<file path="src/rtl/dcache_ctrl_pkg.sv">
// Shared definitions for the direct-mapped write-back data cache controller:
// default address-field widths, bus widths, FSM state encodings and
// address-field helpers for the default geometry.
package dcache_ctrl_pkg;

    localparam int unsigned DC_ADDR_WIDTH   = 32;
    localparam int unsigned DC_WORD_WIDTH   = 32;
    localparam int unsigned DC_BE_WIDTH     = DC_WORD_WIDTH / 8;
    localparam int unsigned DC_TAG_WIDTH    = 20;
    localparam int unsigned DC_INDEX_WIDTH  = 6;
    localparam int unsigned DC_OFFSET_WIDTH = 4;

    // Controller states; encodings are fixed so traces stay readable.
    typedef enum logic [1:0] {
        ST_IDLE   = 2'd0,
        ST_WB     = 2'd1,
        ST_REFILL = 2'd2
    } dc_state_e;

    // Address-field extraction for the default geometry.
    function automatic logic [DC_TAG_WIDTH-1:0] dc_addr_tag(input logic [DC_ADDR_WIDTH-1:0] addr);
        return addr[DC_ADDR_WIDTH-1 -: DC_TAG_WIDTH];
    endfunction

    function automatic logic [DC_INDEX_WIDTH-1:0] dc_addr_index(input logic [DC_ADDR_WIDTH-1:0] addr);
        return addr[DC_OFFSET_WIDTH+2 +: DC_INDEX_WIDTH];
    endfunction

    function automatic logic [DC_OFFSET_WIDTH-1:0] dc_addr_offset(input logic [DC_ADDR_WIDTH-1:0] addr);
        return addr[2 +: DC_OFFSET_WIDTH];
    endfunction

endpackage

</file>
<file path="src/rtl/dcache_ctrl.sv">
// Direct-mapped, write-back, write-allocate data cache controller.
// Sits between one CPU load/store port, the per-line cache storage
// (valid/dirty/tag + word-addressed data, instantiated by the parent) and a
// word-wide memory port with a request/ready handshake.
//
// Ports:
//   clk, rst                 clock; synchronous active-low reset
//   cpu_en/wen/addr/wdata    CPU request, held stable until cpu_ready
//   cpu_rdata, cpu_ready     load data and completion (same cycle on a hit)
//   line_index/offset        storage selection
//   line_*_in, line_write_en storage write port
//   line_*_out               storage read port for the selected line/word
//   mem_en/wen/addr/wdata    memory word request (write-back or refill)
//   mem_rdata, mem_ready     memory response / acceptance
//
// Hit/miss is decided combinationally from the selected line. A miss on a
// dirty line writes back all words of the victim, then refills the line one
// word per accepted memory read; the request then completes as a hit.
module dcache_ctrl
    import dcache_ctrl_pkg::*;
#(
    parameter int unsigned TAG_WIDTH    = DC_TAG_WIDTH,
    parameter int unsigned INDEX_WIDTH  = DC_INDEX_WIDTH,
    parameter int unsigned OFFSET_WIDTH = DC_OFFSET_WIDTH
) (
    input  logic                    clk,
    input  logic                    rst,

    input  logic                    cpu_en,
    input  logic [3:0]              cpu_wen,
    input  logic [31:0]             cpu_addr,
    input  logic [31:0]             cpu_wdata,
    output logic [31:0]             cpu_rdata,
    output logic                    cpu_ready,

    output logic [INDEX_WIDTH-1:0]  line_index,
    output logic [OFFSET_WIDTH-1:0] line_offset,
    output logic                    line_write_en,
    output logic                    line_valid_in,
    output logic                    line_dirty_in,
    output logic [TAG_WIDTH-1:0]    line_tag_in,
    output logic [3:0]              line_byte_en,
    output logic [31:0]             line_data_in,
    input  logic                    line_valid_out,
    input  logic                    line_dirty_out,
    input  logic [TAG_WIDTH-1:0]    line_tag_out,
    input  logic [31:0]             line_data_out,

    output logic                    mem_en,
    output logic                    mem_wen,
    output logic [31:0]             mem_addr,
    output logic [31:0]             mem_wdata,
    input  logic [31:0]             mem_rdata,
    input  logic                    mem_ready
);

    // Address fields must tile a 32-bit byte address exactly.
    if (TAG_WIDTH + INDEX_WIDTH + OFFSET_WIDTH + 2 != 32) begin : g_bad_split
        $error("dcache_ctrl: TAG_WIDTH+INDEX_WIDTH+OFFSET_WIDTH+2 must equal 32");
    end

    dc_state_e               state_q, state_d;
    logic [OFFSET_WIDTH-1:0] cnt_q, cnt_d;

    logic [TAG_WIDTH-1:0]    req_tag;
    logic [INDEX_WIDTH-1:0]  req_index;
    logic [OFFSET_WIDTH-1:0] req_offset;
    logic                    hit;
    logic                    cnt_last;
    logic                    unused_addr_bits;

    // Request address split; byte selection comes from cpu_wen only.
    assign req_tag          = cpu_addr[31 -: TAG_WIDTH];
    assign req_index        = cpu_addr[OFFSET_WIDTH+2 +: INDEX_WIDTH];
    assign req_offset       = cpu_addr[2 +: OFFSET_WIDTH];
    assign unused_addr_bits = ^cpu_addr[1:0];

    assign hit      = line_valid_out && (line_tag_out == req_tag);
    assign cnt_last = (cnt_q == {OFFSET_WIDTH{1'b1}});

    // State and word counter.
    always_ff @(posedge clk) begin
        if (!rst) begin
            state_q <= ST_IDLE;
            cnt_q   <= '0;
        end else begin
            state_q <= state_d;
            cnt_q   <= cnt_d;
        end
    end

    // Next state, counter and all port outputs.
    always_comb begin
        state_d       = state_q;
        cnt_d         = cnt_q;

        cpu_rdata     = '0;
        cpu_ready     = 1'b0;

        line_index    = req_index;
        line_offset   = req_offset;
        line_write_en = 1'b0;
        line_valid_in = 1'b0;
        line_dirty_in = 1'b0;
        line_tag_in   = '0;
        line_byte_en  = '0;
        line_data_in  = '0;

        mem_en        = 1'b0;
        mem_wen       = 1'b0;
        mem_addr      = '0;
        mem_wdata     = '0;

        unique case (state_q)
            ST_IDLE: begin
                if (cpu_en) begin
                    if (hit) begin
                        cpu_ready = 1'b1;
                        cpu_rdata = line_data_out;
                        // Store hit merges bytes in place and marks the line dirty.
                        if (cpu_wen != 4'b0000) begin
                            line_write_en = 1'b1;
                            line_valid_in = 1'b1;
                            line_dirty_in = 1'b1;
                            line_tag_in   = req_tag;
                            line_byte_en  = cpu_wen;
                            line_data_in  = cpu_wdata;
                        end
                    end else begin
                        cnt_d   = '0;
                        state_d = line_dirty_out ? ST_WB : ST_REFILL;
                    end
                end
            end

            ST_WB: begin
                // Victim address is rebuilt from the stored tag, not the request.
                line_offset = cnt_q;
                mem_en      = 1'b1;
                mem_wen     = 1'b1;
                mem_addr    = {line_tag_out, req_index, cnt_q, 2'b00};
                mem_wdata   = line_data_out;
                if (mem_ready) begin
                    cnt_d = cnt_q + OFFSET_WIDTH'(1);
                    if (cnt_last) begin
                        cnt_d   = '0;
                        state_d = ST_REFILL;
                    end
                end
            end

            ST_REFILL: begin
                line_offset = cnt_q;
                mem_en      = 1'b1;
                mem_addr    = {req_tag, req_index, cnt_q, 2'b00};
                if (mem_ready) begin
                    line_write_en = 1'b1;
                    line_valid_in = 1'b1;
                    line_tag_in   = req_tag;
                    line_byte_en  = 4'hf;
                    line_data_in  = mem_rdata;
                    cnt_d         = cnt_q + OFFSET_WIDTH'(1);
                    // Back to IDLE; the held request then completes as a hit.
                    if (cnt_last) begin
                        cnt_d   = '0;
                        state_d = ST_IDLE;
                    end
                end
            end

            default: begin
                cnt_d   = '0;
                state_d = ST_IDLE;
            end
        endcase
    end

endmodule

</file>
<file path="config.mk">
export PLATFORM = sky130hd
export DESIGN_NAME = dcache_ctrl
export DESIGN_NICKNAME = d
export VERILOG_FILES = /design/src/rtl/dcache_ctrl_pkg.sv /design/src/rtl/dcache_ctrl.sv
export SDC_FILE = /design/constraint.sdc
export NUM_CORES = 1
export LEC_CHECK = 0
export CAP_MARGIN = 20
export CORE_AREA = 2 2 128 130
export CTS_CLUSTER_SIZE = 30
export DETAILED_ROUTE_END_ITERATION = 10
export DIE_AREA = 0 0 130 132
export DONT_BUFFER_PORTS = 1
export GPL_ROUTABILITY_DRIVEN = 1
export MAX_ROUTING_LAYER = met4
export PLACE_DENSITY = 0.3
export SLEW_MARGIN = 10
export SYNTH_ARGS = -nofsm -noshare
export SYNTH_HDL_FRONTEND = slang
export SYNTH_SLANG_ARGS = --single-unit
</file>
<file path="constraint.sdc">
create_clock -name clk -period 2.8 [get_ports clk]
set_input_delay 0.7 -clock clk [delete_from_list [all_inputs] [get_ports clk]]
set_output_delay 0.7 -clock clk [all_outputs]
set_load 0.01 [all_outputs]
</file>
==> impl_results.md <==
- Status: complete, but fails checks
- Failing checks: negative setup slack
- M2 GR Usage: 0.246
- Synthesized instance count: 303
- Buf/Inv on CP: 1
- Hold EP: state_q[1]
- Vias in the first global route: between 2,000 and 2,500
- Ys Warns: 0
- CP max-delay cell: o41ai_4
- Num CTS Buffers: 3
- Actual slew at the worst max-slew pin: 0.992 ns
- Clock root cell: clkbuf_16
- Unrepaired setup endpoints after global routing: yes
- CTS H-tree depth: 1
- Top cell type's share of synthesized area: 0.280
- Initial core utilization: 0.135
- CP endpoint kind: output port
- Register area share after synthesis: 0.0565
- Initial drt markers: 78
- Yosys cell types: 34
- Endpoint required time on the critical path: 2.10 ns
- Flip-flop and latch count after synthesis: 6
- Later-pin clock latency in the skew report: 0.23 ns
- Met1 global-route usage: 0.112
- Post-route cell area: around 3200 µm²
- Die X: 130 µm
- Worst vdd ir: 0.175 mV
- Setup-failing EPs final: between 90 and 100
- Post-synth EDFFs: 0
- Clk slew on worst S/H paths: 0.03 ns
- Critical path arrival: 2.26 ns
- Final hold vios: 0
- Async SR Flop Fraction: 0
- Reg2reg end: state_q[0]
- Sink Count: 6
- GRT Max-Usage Layer: met2
- Synth top area cells: and2_1, a22o_1, xor2_1, a22oi_1, nor2b_1
- Total length of routed wires: ~11,000 µm
- Synth Area per Inst: ~7.0 µm²
- Chip height: between 100 and 150 µm
- Fin crit period: approximately 3.0 ns
- Fin nets: between 400 and 500
- CTS tree: done
- Hold Path Depth: 2
- Maxcap violations: 0
- Worst R2R Setup Slack: about 0.98 ns
- Crit-path max cell delay: approximately 0.44 ns
- P&R area growth vs syn: 52.2%
- Post-synth top flop: dfxtp_1
- Area leader, netlist: and2_1
- Leakage: 1.31 nW
- Worst hold path class: flop to flop
- WL per Instance: between 20 and 25 µm
- Row count: between 40 and 50
- Fin worst setup slack: -0.159 ns
- Share of layout cells above drive strength 1: 0.420
- Most common library cells after synthesis: and2_1, a22o_1, nor2b_1
- IO Port Bufs: 0
- Top-count cell post-synth: and2_1
- Drt pass-1 iters: 4
- Dpl cell area: around 2500 µm²
- Initial antenna violation count: 1
- GRT overflow: 0
- Worst path cell trace: xor2_4 -> nor4_2 -> nand4_2 -> o41ai_4 -> buf_12 -> and2_1
- Slew headroom: 0.339
- Pwr dens: approximately 550 nW/µm²
- Final critical-path share of the clock period: 1.06
- RePlAce Congestion: just over 0.7
- Num ports: around 330
- F_max: 0.338 GHz
- Die ar.: 17,200 µm²
- Clock skew: about 0.0004 ns
- Pin count of the biggest net entering global routing: 37
- GR Layer Usage met3: 0.0130
- Dpl hpwl: roughly 8900 µm
- Slew Viols, Final: 0
- Post-Syn Area: approximately 2100 µm²
- WS Path Type: primary input to output port
- Via count: between 2,000 and 2,500
- Crit path max fanout: 21
- Reg2reg start: state_q[0]
- Startpoint Class: primary input
- Vias per inst: between 4 and 5
- CTS Buffer Depth: 2
- First-pass GRT wire length: about 15,000 µm
- Family with the most delay on the worst path: simple AND/OR/NAND/NOR gates
- Hold path start: state_q[1]
- Final Util: 0.206
- DRC: 0
- Core Region: 15,700 µm²
- Total GRT Usage: 0.117
- Routed Antenna Nets: 0
- Reg2Reg Depth: 8
- Hold Buf Count CTS: 0
==> state kept, by name, summed over array words and instances, names as in the netlist <==
name,flops
cnt_q,4
state_q,2
==> metrics by stage <==
| stage | worst slack (ns) | instances | setup TNS (ns) | hold slack, ns | power (mW) |
|---|---|---|---|---|---|
| final | -0.159 | 522 | -10.10 | 0.479 | 1.79 |
| after global placement | -0.273 | 507 | -14.57 | 0.473 | 1.47 |
| after detailed placement | -0.277 | 507 | -14.52 | 0.478 | 1.46 |
| after CTS | -0.186 | 522 | -12.24 | 0.482 | 1.77 |
| after global routing | -0.235 | 522 | -18.67 | 0.507 | 1.92 |
| after floorplan | -0.0581 | 304 | -1.68 | 0.455 | 1.18 |
==> timing repair <==
item,in CTS,in global routing
pin swaps,23,10
setup buffers,7,0
gates cloned,5,1
endpoints found under the setup margin,92,92
gates resized for setup,64,23
==> metal layers <==
metal,wire (µm),up-vias
met4,74,0
met1,3960,1112
met2,6480,207
li1,-,1056
met3,870,5
met5,0,-
==> tightest hold or removal path: cells and delay by family, from the launching register on <==
family | cells | cell delay [ns]
flops | 1 | 0.31
mux | 1 | 0.06
simple gates | 1 | 0.06
==> power by group <==
| group | total (mW) | internal (mW) | switching, mW |
|---|---|---|---|
| combinational | 1.43 | 0.609 | 0.824 |
| sequential | 0.119 | 0.103 | 0.0158 |
| clock | 0.234 | 0.183 | 0.0508 |
==> layout by cell type (no fill, tap or decap), drive strengths merged, types with 4 or more instances in the layout <==
cell type and instances:
nand2 15, buf 30, inv 4, o22ai 4
nor3 4, a22oi 20, nor4 9, and2 95
nor2b 23, ha 4, a21o 4, dfxtp 6
xor2 20, clkbuf 4, a22o 32, mux2 4
==> worst max-delay path by stage <==
stage                           from          endpoint  slack (ns)  cells after the start
global placement    line_tag_out[13]  line_data_in[14]       -0.27                      7
floorplan            line_tag_out[4]   line_tag_in[14]       -0.06                      6
finish               line_tag_out[7]   line_tag_in[16]       -0.16                      6
CTS                 line_tag_out[14]  line_data_in[31]       -0.19                      9
global route         line_tag_out[4]      cpu_rdata[8]       -0.24                      9
detailed placement  line_tag_out[13]  line_data_in[14]       -0.28                      7
==> layout make-up <==
| cell class | count | area [µm²] |
|---|---|---|
| diodes | 1 | 2.50 |
| flip-flops and latches | 6 | 120 |
| well taps | 216 | 270 |
| repair buffers | 31 | 404 |
| fillers | 1728 | 12500 |
| inverters | 4 | 15.0 |
| clock buffers | 3 | 75.1 |
| multi-input cells | 261 | 2350 |
==> kinds of logic (layout without fill, tap and decap cells) <==
logic type	Yosys count	count (layout)	synth area share
buffers and inverters	37	38	0.0853
adders and majority gates	4	4	0.0235
other	1	3	0.00176
DFF	6	6	0.0565
muxes	6	6	0.0306
and+or+nand+nor	155	155	0.443
xor gates and xnor gates	20	20	0.0824
AOI/OAI and AO/OA	74	74	0.277
Note: power is estimated with default switching activity, not from simulation.
